[src/rtl/uart_console_responder_pkg.sv]
// Shared constants and state encodings for the console responder: ASCII control
// bytes, frame length and the protocol/receiver state types.
package uart_console_responder_pkg;

  localparam logic [7:0] ASCII_STX = 8'h02;
  localparam logic [7:0] ASCII_ETX = 8'h03;
  localparam logic [7:0] ASCII_EOT = 8'h04;
  localparam logic [7:0] ASCII_ENQ = 8'h05;
  localparam logic [7:0] ASCII_ACK = 8'h06;
  localparam logic [7:0] ASCII_FTX = 8'h07;
  localparam logic [7:0] ASCII_FRX = 8'h08;

  // start + 8 data + stop
  localparam int unsigned FRAME_LEN = 10;

  typedef enum logic [1:0] {
    ST_IDLE = 2'd0,
    ST_TEXT = 2'd1,
    ST_DONE = 2'd2
  } proto_state_e;

  typedef enum logic [1:0] {
    RX_IDLE      = 2'd0,
    RX_START     = 2'd1,
    RX_BITS      = 2'd2,
    RX_WAIT_HIGH = 2'd3
  } rx_state_e;

endpackage

[src/rtl/uart_resp_bit_rx.sv]
// 8N1 receiver for the console responder: start-bit qualification at half a bit,
// mid-bit sampling of data and stop, one-cycle delivery or framing-error pulse.
module uart_resp_bit_rx
  import uart_console_responder_pkg::*;
#(
  parameter int unsigned DIV_W = 16
) (
  input  logic             clk,
  input  logic             rst,
  input  logic [DIV_W-1:0] bit_duration,
  input  logic             rxd,
  output logic [7:0]       data,
  output logic             data_valid,
  output logic             frame_err
);

  localparam int unsigned STOP_IDX = FRAME_LEN - 2;

  rx_state_e        state;
  logic [DIV_W-1:0] dur;
  logic [DIV_W-1:0] cnt;
  logic [3:0]       bit_idx;
  logic [7:0]       shift;

  always_ff @(posedge clk) begin
    if (rst) begin
      state      <= RX_IDLE;
      dur        <= '0;
      cnt        <= '0;
      bit_idx    <= '0;
      shift      <= '0;
      data       <= '0;
      data_valid <= 1'b0;
      frame_err  <= 1'b0;
    end else begin
      data_valid <= 1'b0;
      frame_err  <= 1'b0;
      case (state)
        RX_IDLE: begin
          if (!rxd) begin
            dur   <= bit_duration;
            cnt   <= (bit_duration >> 1) - DIV_W'(1);
            state <= RX_START;
          end
        end
        RX_START: begin
          // A start bit that is high again at its midpoint was a glitch
          if (cnt == '0) begin
            if (rxd) begin
              state <= RX_IDLE;
            end else begin
              cnt     <= dur - DIV_W'(1);
              bit_idx <= '0;
              state   <= RX_BITS;
            end
          end else begin
            cnt <= cnt - DIV_W'(1);
          end
        end
        RX_BITS: begin
          if (cnt == '0) begin
            cnt <= dur - DIV_W'(1);
            if (bit_idx == 4'(STOP_IDX)) begin
              if (rxd) begin
                data       <= shift;
                data_valid <= 1'b1;
                state      <= RX_IDLE;
              end else begin
                frame_err <= 1'b1;
                state     <= RX_WAIT_HIGH;
              end
            end else begin
              shift   <= {rxd, shift[7:1]};
              bit_idx <= bit_idx + 4'd1;
            end
          end else begin
            cnt <= cnt - DIV_W'(1);
          end
        end
        RX_WAIT_HIGH: begin
          if (rxd) state <= RX_IDLE;
        end
        default: state <= RX_IDLE;
      endcase
    end
  end

endmodule

[src/rtl/uart_console_responder.sv]
// Far-end console peer of uart_core: ACKs ENQ, forwards STX..ETX text, latches EOT.
// Optional build macro UART_RESP_ECHO_EN echoes forwarded text bytes back on TX.
module uart_console_responder
  import uart_console_responder_pkg::*;
#(
  parameter int unsigned DIV_W     = 16,
  parameter int unsigned ENQ_CNT_W = 8
) (
  input  logic                 clk_i,
  input  logic                 rst_i,
  input  logic [DIV_W-1:0]     bit_duration_i,
  input  logic                 rxd_i,
  output logic                 txd_o,
  input  logic                 cts_i,
  output logic                 rts_o,
  output logic [7:0]           char_o,
  output logic                 char_valid_o,
  output logic                 eot_o,
  output logic [ENQ_CNT_W-1:0] enq_cnt_o,
  output logic                 frame_err_o
);

  localparam int unsigned LAST_BIT = FRAME_LEN - 1;

  logic [7:0]       rx_data;
  logic             rx_valid;
  proto_state_e     state;
  logic             ack_pend;
  logic             tx_busy;
  logic [8:0]       tx_shift;
  logic [DIV_W-1:0] tx_cnt;
  logic [DIV_W-1:0] tx_dur;
  logic [3:0]       tx_bit;
  logic             tx_start_c;
  logic [7:0]       tx_byte_c;
  logic             enq_c;
  logic             fwd_c;

  uart_resp_bit_rx #(
    .DIV_W(DIV_W)
  ) u_bit_rx (
    .clk          (clk_i),
    .rst          (rst_i),
    .bit_duration (bit_duration_i),
    .rxd          (rxd_i),
    .data         (rx_data),
    .data_valid   (rx_valid),
    .frame_err    (frame_err_o)
  );

  assign enq_c = rx_valid && (state == ST_IDLE) && (rx_data == ASCII_ENQ);
  assign fwd_c = rx_valid && (state == ST_TEXT) &&
                 (rx_data != ASCII_ETX) && (rx_data != ASCII_EOT);

`ifdef UART_RESP_ECHO_EN
  logic       echo_pend;
  logic [7:0] echo_data;

  assign tx_start_c = !tx_busy && cts_i && (state != ST_DONE) && (ack_pend || echo_pend);
  assign tx_byte_c  = ack_pend ? ASCII_ACK : echo_data;

  // Single-entry echo slot; a byte forwarded while it is occupied is not echoed
  always_ff @(posedge clk_i) begin
    if (rst_i) begin
      echo_pend <= 1'b0;
      echo_data <= '0;
    end else if (tx_start_c && !ack_pend) begin
      echo_pend <= 1'b0;
    end else if (fwd_c && !echo_pend) begin
      echo_pend <= 1'b1;
      echo_data <= rx_data;
    end
  end
`else
  assign tx_start_c = !tx_busy && cts_i && (state != ST_DONE) && ack_pend;
  assign tx_byte_c  = ASCII_ACK;
`endif

  // TX serializer; the cycle spent on the start decision is the inter-frame idle
  always_ff @(posedge clk_i) begin
    if (rst_i) begin
      txd_o    <= 1'b1;
      tx_busy  <= 1'b0;
      tx_shift <= '0;
      tx_cnt   <= '0;
      tx_dur   <= '0;
      tx_bit   <= '0;
    end else if (tx_busy) begin
      if (tx_cnt == '0) begin
        if (tx_bit == 4'(LAST_BIT)) begin
          tx_busy <= 1'b0;
        end else begin
          txd_o    <= tx_shift[0];
          tx_shift <= {1'b1, tx_shift[8:1]};
          tx_bit   <= tx_bit + 4'd1;
          tx_cnt   <= tx_dur - DIV_W'(1);
        end
      end else begin
        tx_cnt <= tx_cnt - DIV_W'(1);
      end
    end else if (tx_start_c) begin
      txd_o    <= 1'b0;
      tx_busy  <= 1'b1;
      tx_shift <= {1'b1, tx_byte_c};
      tx_dur   <= bit_duration_i;
      tx_cnt   <= bit_duration_i - DIV_W'(1);
      tx_bit   <= '0;
    end
  end

  // Protocol FSM with its registered outputs
  always_ff @(posedge clk_i) begin
    if (rst_i) begin
      state        <= ST_IDLE;
      rts_o        <= 1'b0;
      char_o       <= '0;
      char_valid_o <= 1'b0;
      eot_o        <= 1'b0;
      enq_cnt_o    <= '0;
      ack_pend     <= 1'b0;
    end else begin
      char_valid_o <= 1'b0;
      rts_o        <= (state != ST_DONE);
      // A start launched this cycle already covers any ENQ arriving now
      if (tx_start_c && ack_pend) begin
        ack_pend <= 1'b0;
      end else if (enq_c) begin
        ack_pend <= 1'b1;
      end
      if (rx_valid) begin
        case (state)
          ST_IDLE: begin
            case (rx_data)
              ASCII_ENQ: begin
                if (enq_cnt_o != '1) enq_cnt_o <= enq_cnt_o + ENQ_CNT_W'(1);
              end
              ASCII_STX: state <= ST_TEXT;
              ASCII_EOT: begin
                state <= ST_DONE;
                eot_o <= 1'b1;
                rts_o <= 1'b0;
              end
              default: ;
            endcase
          end
          ST_TEXT: begin
            case (rx_data)
              ASCII_ETX: state <= ST_IDLE;
              ASCII_EOT: begin
                state <= ST_DONE;
                eot_o <= 1'b1;
                rts_o <= 1'b0;
              end
              default: begin
                char_o       <= rx_data;
                char_valid_o <= 1'b1;
              end
            endcase
          end
          default: ;
        endcase
      end
    end
  end

endmodule

[config.mk]
export PLATFORM = sky130hd
export DESIGN_NAME = uart_console_responder
export DESIGN_NICKNAME = d
export VERILOG_FILES = /design/src/rtl/uart_console_responder_pkg.sv /design/src/rtl/uart_resp_bit_rx.sv /design/src/rtl/uart_console_responder.sv
export SDC_FILE = /design/constraint.sdc
export NUM_CORES = 1
export LEC_CHECK = 0
export CORE_MARGIN = 2
export CORE_UTILIZATION = 64
export DETAILED_ROUTE_END_ITERATION = 10
export PLACE_DENSITY = 0.85
export REMOVE_ABC_BUFFERS = 1
export SLEW_MARGIN = 10
export SYNTH_ARGS = -nofsm -noshare
export SYNTH_HDL_FRONTEND = slang
export SYNTH_SLANG_ARGS = --single-unit
[constraint.sdc]
create_clock -name clk_i -period 8.08 [get_ports clk_i]
set_clock_uncertainty 0.1 [all_clocks]
set_input_delay 1.616 -clock clk_i [delete_from_list [all_inputs] [get_ports clk_i]]
set_output_delay 1.616 -clock clk_i [all_outputs]
set_load 0.005 [all_outputs]
# Yosys cells after proc, flatten, opt, wreduce, memory -nomap -nowiden
# Index checks and enable logic that the tools add are counted.
[classes]
n_eq_ne = 25
reduce_logical = 33
add_sub_neg = 9
bitwise_logic = 8
n_mux = 47
[ops]
columns = ["op", "n"]
rows = [
  ["2-to-1 mux 16 bit", 8],
  ["subtractor 16 x 1 -> 16 bit, second input constant", 5],
  ["one-hot mux 16 bit (3 select lines)", 1],
  ["2-to-1 mux 9 bit", 4],
  ["logical NOT 16 bit", 2],
  ["2-to-1 mux 4 bit", 8],
  ["equality test 8 x 2 -> 1 bit, second input constant", 2],
  ["equality test 8 x 3 -> 1 bit, second input constant", 2],
  ["subtractor 15 x 1 -> 16 bit, second input constant", 1],
  ["AND reduction 3 bit", 5],
  ["2-to-1 mux 1 bit", 14],
  ["2-to-1 mux 2 bit", 7],
  ["!= test 2 bit, second input constant", 6],
  ["one-hot mux 2 bit (2 select lines)", 3],
  ["AND reduction 4 bit", 3],
  ["AND reduction 5 bit", 2],
  ["adder 4 x 1 -> 4 bit, second input constant", 2],
  ["adder 8 x 1 -> 8 bit, second input constant", 1],
  ["equality test 4 bit, second input constant", 2],
  ["!= test 2 x 1 -> 1 bit, second input constant", 4],
  ["!= test 8 bit, second input constant", 1],
  ["inverter 1 bit", 8],
  ["one-hot mux 2 bit (4 select lines)", 1],
  ["one-hot mux 4 bit (2 select lines)", 1],
  ["13 further kinds", 29],
]
[totals]
ff_bits = 125
elab_cells = 143
output_inout_bits = 21
in_bits = 20

# Logic depth before layout (Yosys ltp)
[depth]
ltp_word = 6
mapped_depth = 13
mapped_depth_nobuf = 11

# Hierarchy
# Synthesis repeated with hierarchy kept, for this count alone.
[hier_totals]
hier_cells = 755
hier_area_um2 = 6456.2
[modules_own_cells]
columns = ["module", "area_each_um2", "seq_area_each_um2", "cells_each", "instances"]
rows = [
  ["uart_console_responder", 3550.9, 1381.3, 397, 1],
  ["uart_resp_bit_rx", 2905.3, 1121.1, 358, 1],
]

# Worst setup path after synthesis
# Ideal clock, no wire load.
[synth_path]
kind = "input to register"
startpoint = "in bit_duration_i[3]"
endpoint = "reg u_bit_rx.cnt[15]"
setup_time_ns = 0.074
arrival_time_ns = 3.183
path_slack_ns = 4.722
cell_stages = 7
path_buffers = 0
required_time_ns = 7.906
path_cell_list = "or3_1 > o31ai_2 > o221ai_2 > nor4_4 > nand4_1 > or2_0 > a31oi_1"
[synth_via]
elab_chain_len = 3
[synth_rtl]
columns = ["item", "line", "text"]
rows = [
  ["start: declaration", "uart_console_responder.sv:11", "input logic [DIV_W-1:0] bit_duration_i,"],
  ["subtractor 15 x 1 -> 16 bit", "uart_resp_bit_rx.sv:42", "cnt <= (bit_duration >> 1) - DIV_W'(1);"],
  ["2-to-1 mux 16 bit", "uart_resp_bit_rx.sv:40", "if (!rxd) begin"],
  ["one-hot mux 16 bit (3 select lines)", "uart_resp_bit_rx.sv:38", "case (state)"],
  ["end signal: assignment", "uart_resp_bit_rx.sv:42", ""],
  ["end signal: assignment", "uart_resp_bit_rx.sv:52", "cnt <= dur - DIV_W'(1);"],
  ["end signal: assignment", "uart_resp_bit_rx.sv:57", "cnt <= cnt - DIV_W'(1);"],
  ["end: declaration", "uart_resp_bit_rx.sv:21", "logic [DIV_W-1:0] cnt;"],
]
# No other way between the ends. The select of a mux whose other input is x is not followed.
# A chain may end at the register's enable or synchronous reset.

# Worst setup path in the final report
[layout_path]
startpoint = "in bit_duration_i[4]"
endpoint = "reg u_bit_rx.cnt[14]"
# Same word-level chain as after synthesis.

==> metrics <==
status=completed; die height=102 microns; htree depth=4; Post-synth ARST share=0%; DR top layer=met4; period utilization=44.5%; placed inst area=6510 sq um; DRT iter0 DRCs=325; CTS Buf Count=17; cell with the most instances after synthesis=dfxtp_1; Die Footprint=10300 sq um; Mean Syn Cell Area=8.31 sq um; share of the synthesized area in the top cell type=41.0%; synthesized cell area=6110 sq um; Global Route Usage Sum=29.9%; Synth Instances=735; Worst EP arrival=3.89 ns; sequential fraction of the synthesis area=41.0%; setup TNS=0 ns; initial antenna violation count=0; CTS tree=yes; Max Slew Vio Count=0; Worst setup EP type=flip-flop; Worst VDD drop=0.000199 V; Pwr Total=1.70 mW; die span in x=102 microns; worst-case hold slack=0.346 ns; crit-path max FO=5; Clock Sinks=125; first-pass GRT wire length=24.5 mm; Final nets=785; # diodes=0; yosys warns=0; Yosys reg bits=125; Netlist cell types=69; Placement Setup Slack=3.98 ns; Hold Crit Class=reg2reg; max_cap viols=0; Worst Setup SP=bit_duration_i[4]; share of layout cells above drive strength 1=8.36%; EDFF count, synth=0; wl on met1=6.38 mm; Antenna Violating Nets Remaining=0; Root Driver=clkbuf_8; gp weighted congestion=0.915; CP Data Required Time=8.37 ns; I/O Buffers=40; hold_buf cts=0; RR Startpoint=u_bit_rx.state[1]; Max Root-Sink Buffers=2; core footprint=9240 sq um; Peak Freq=0.278 GHz; Filler cells=666; Via density=6.04; Slew headroom=18.2%; IO Count=41; RSZ-0062 raised after global routing=no; Area contributors post-synth=dfxtp_1, a21oi_1, nor2_1; drt wl/cell=16.5 microns; initial core utilization=66.1%; WL met3=1.01 mm; final-report hold violation count=0; final setup fails=0; area grow syn2layout=16.4%; setup ws final=4.48 ns; vias in the first global route=5084; post-DP HPWL=9.96 mm; fin crit period=3.60 ns; worst-margin pin slew=1.22 ns; startpoint types=input pin; grt ovf=0; Power Density=240 nW/um^2; First-pass DRT Iterations=5; list of most frequent post-synthesis cells=dfxtp_1, nor2_1, nand2_1; Synth Flop Type=dfxtp_1; Post-CTS Resized=0; Total Wirelength=14.8 mm; DRC violations left=0; largest net degree at the start of global routing=71; Worst-path clk slew=0.06 ns; worst reg-to-reg setup slack=4.84 ns; num rows=35; post-route cell area=7110 sq um; Clock Latency Late Sink=0.52 ns; Setup Fix Bufs, Post-CTS=0; DR WL met2=7.16 mm; Static Leak=2.67 nW; HP Start=eot_o; critical path class=in2reg; area leader, netlist=dfxtp_1; routed vias=5410
## registers in the layout, indices dropped and copies added (netlist names)
signal,cells
tx_cnt,16
tx_dur,16
u_bit_rx.cnt,16
u_bit_rx.dur,16
tx_shift,9
char_o,8
enq_cnt_o,8
u_bit_rx.data,8
u_bit_rx.shift,8
tx_bit,4
u_bit_rx.bit_idx,4
state,2
u_bit_rx.state,2
ack_pend,1
char_valid_o,1
eot_o,1
rts_o,1
tx_busy,1
txd_o,1
u_bit_rx.data_valid,1
u_bit_rx.frame_err,1
## cell families (layout without fill, tap and decap cells)
kind of cell,after synthesis,count (layout),synth area share (%)
compound gates,176,176,19.3
fa+ha+maj,12,12,2.46
simple gates,299,299,23.1
flops,125,125,41.0
mux,41,41,6.84
xor+xnor,23,23,3.30
buf+inv,59,90,4.07
## per-stage QoR
step | utilization (%) | std cells
finish | 77.0 | 895
global placement | 70.5 | 863
floorplan | - | 688
global route | 77.0 | 895
CTS | 76.9 | 895
detailed placement | 70.5 | 863
## critical path, cell delays in order
cell             delay (ns)
clkdlybuf4s50_1        0.50
or3_1                  0.40
o31ai_2                0.10
o221ai_2               0.20
nor4_1                 0.62
nand3_1                0.18
xnor2_1                0.19
a21oi_1                0.08
## final timing paths
kind / depth (start not counted) / end
worst max-delay path: 8 / u_bit_rx.cnt[14]
worst min-delay path: 2 / eot_o
worst max register to register: 11 / u_bit_rx.cnt[14]
worst min register to register: 2 / eot_o
## cells in the final DEF, fill, tap and decap left out, drive strengths merged, types with 4 or more instances in the layout
cell type	netlist	final
a211oi	16	16
a21o	8	8
a21oi	80	80
a22o	11	11
a31oi	4	4
and2	6	6
and3	8	8
buf	12	7
clkbuf	35	19
clkdlybuf4s50	0	39
clkinv	0	4
clkinvlp	0	4
dfxtp	125	125
ha	12	12
inv	12	14
mux2	6	6
mux2i	35	35
nand2	86	86
nand2b	6	6
nand3	31	31
nand4	5	5
nor2	99	99
nor3	23	23
nor4	11	11
o21a	5	5
o21ai	24	24
or3	6	6
xnor2	10	10
xor2	13	13
## where the power goes
part	total (mW)	internal [mW]	leakage (nW)	switching, mW
sequential	0.671	0.645	1.01	0.0258
clock	0.763	0.479	0.281	0.284
combinational	0.270	0.0994	1.37	0.171
total	1.70	1.22	2.67	0.480
## cell type report
type                       instances  area, sq um  area share, %
multi-input combinational        551         3370           47.3
sequential                       125         2500           35.2
timing repair buffer              46          443           6.23
clock buffer                      19          432           6.07
clock inverter                    13          165           2.32
tap                              129          161           2.27
inverter                          12         45.0          0.633
## metal layers
| layer | track usage (%) | vias up |
|---|---|---|
| met5 | 0 | - |
| met3 | 8.14 | 25 |
| met2 | 49.1 | 193 |
| li1 | - | 2629 |
| met1 | 38.4 | 2563 |
| met4 | 9.36 | 0 |
(Power assumes the default switching activity.)
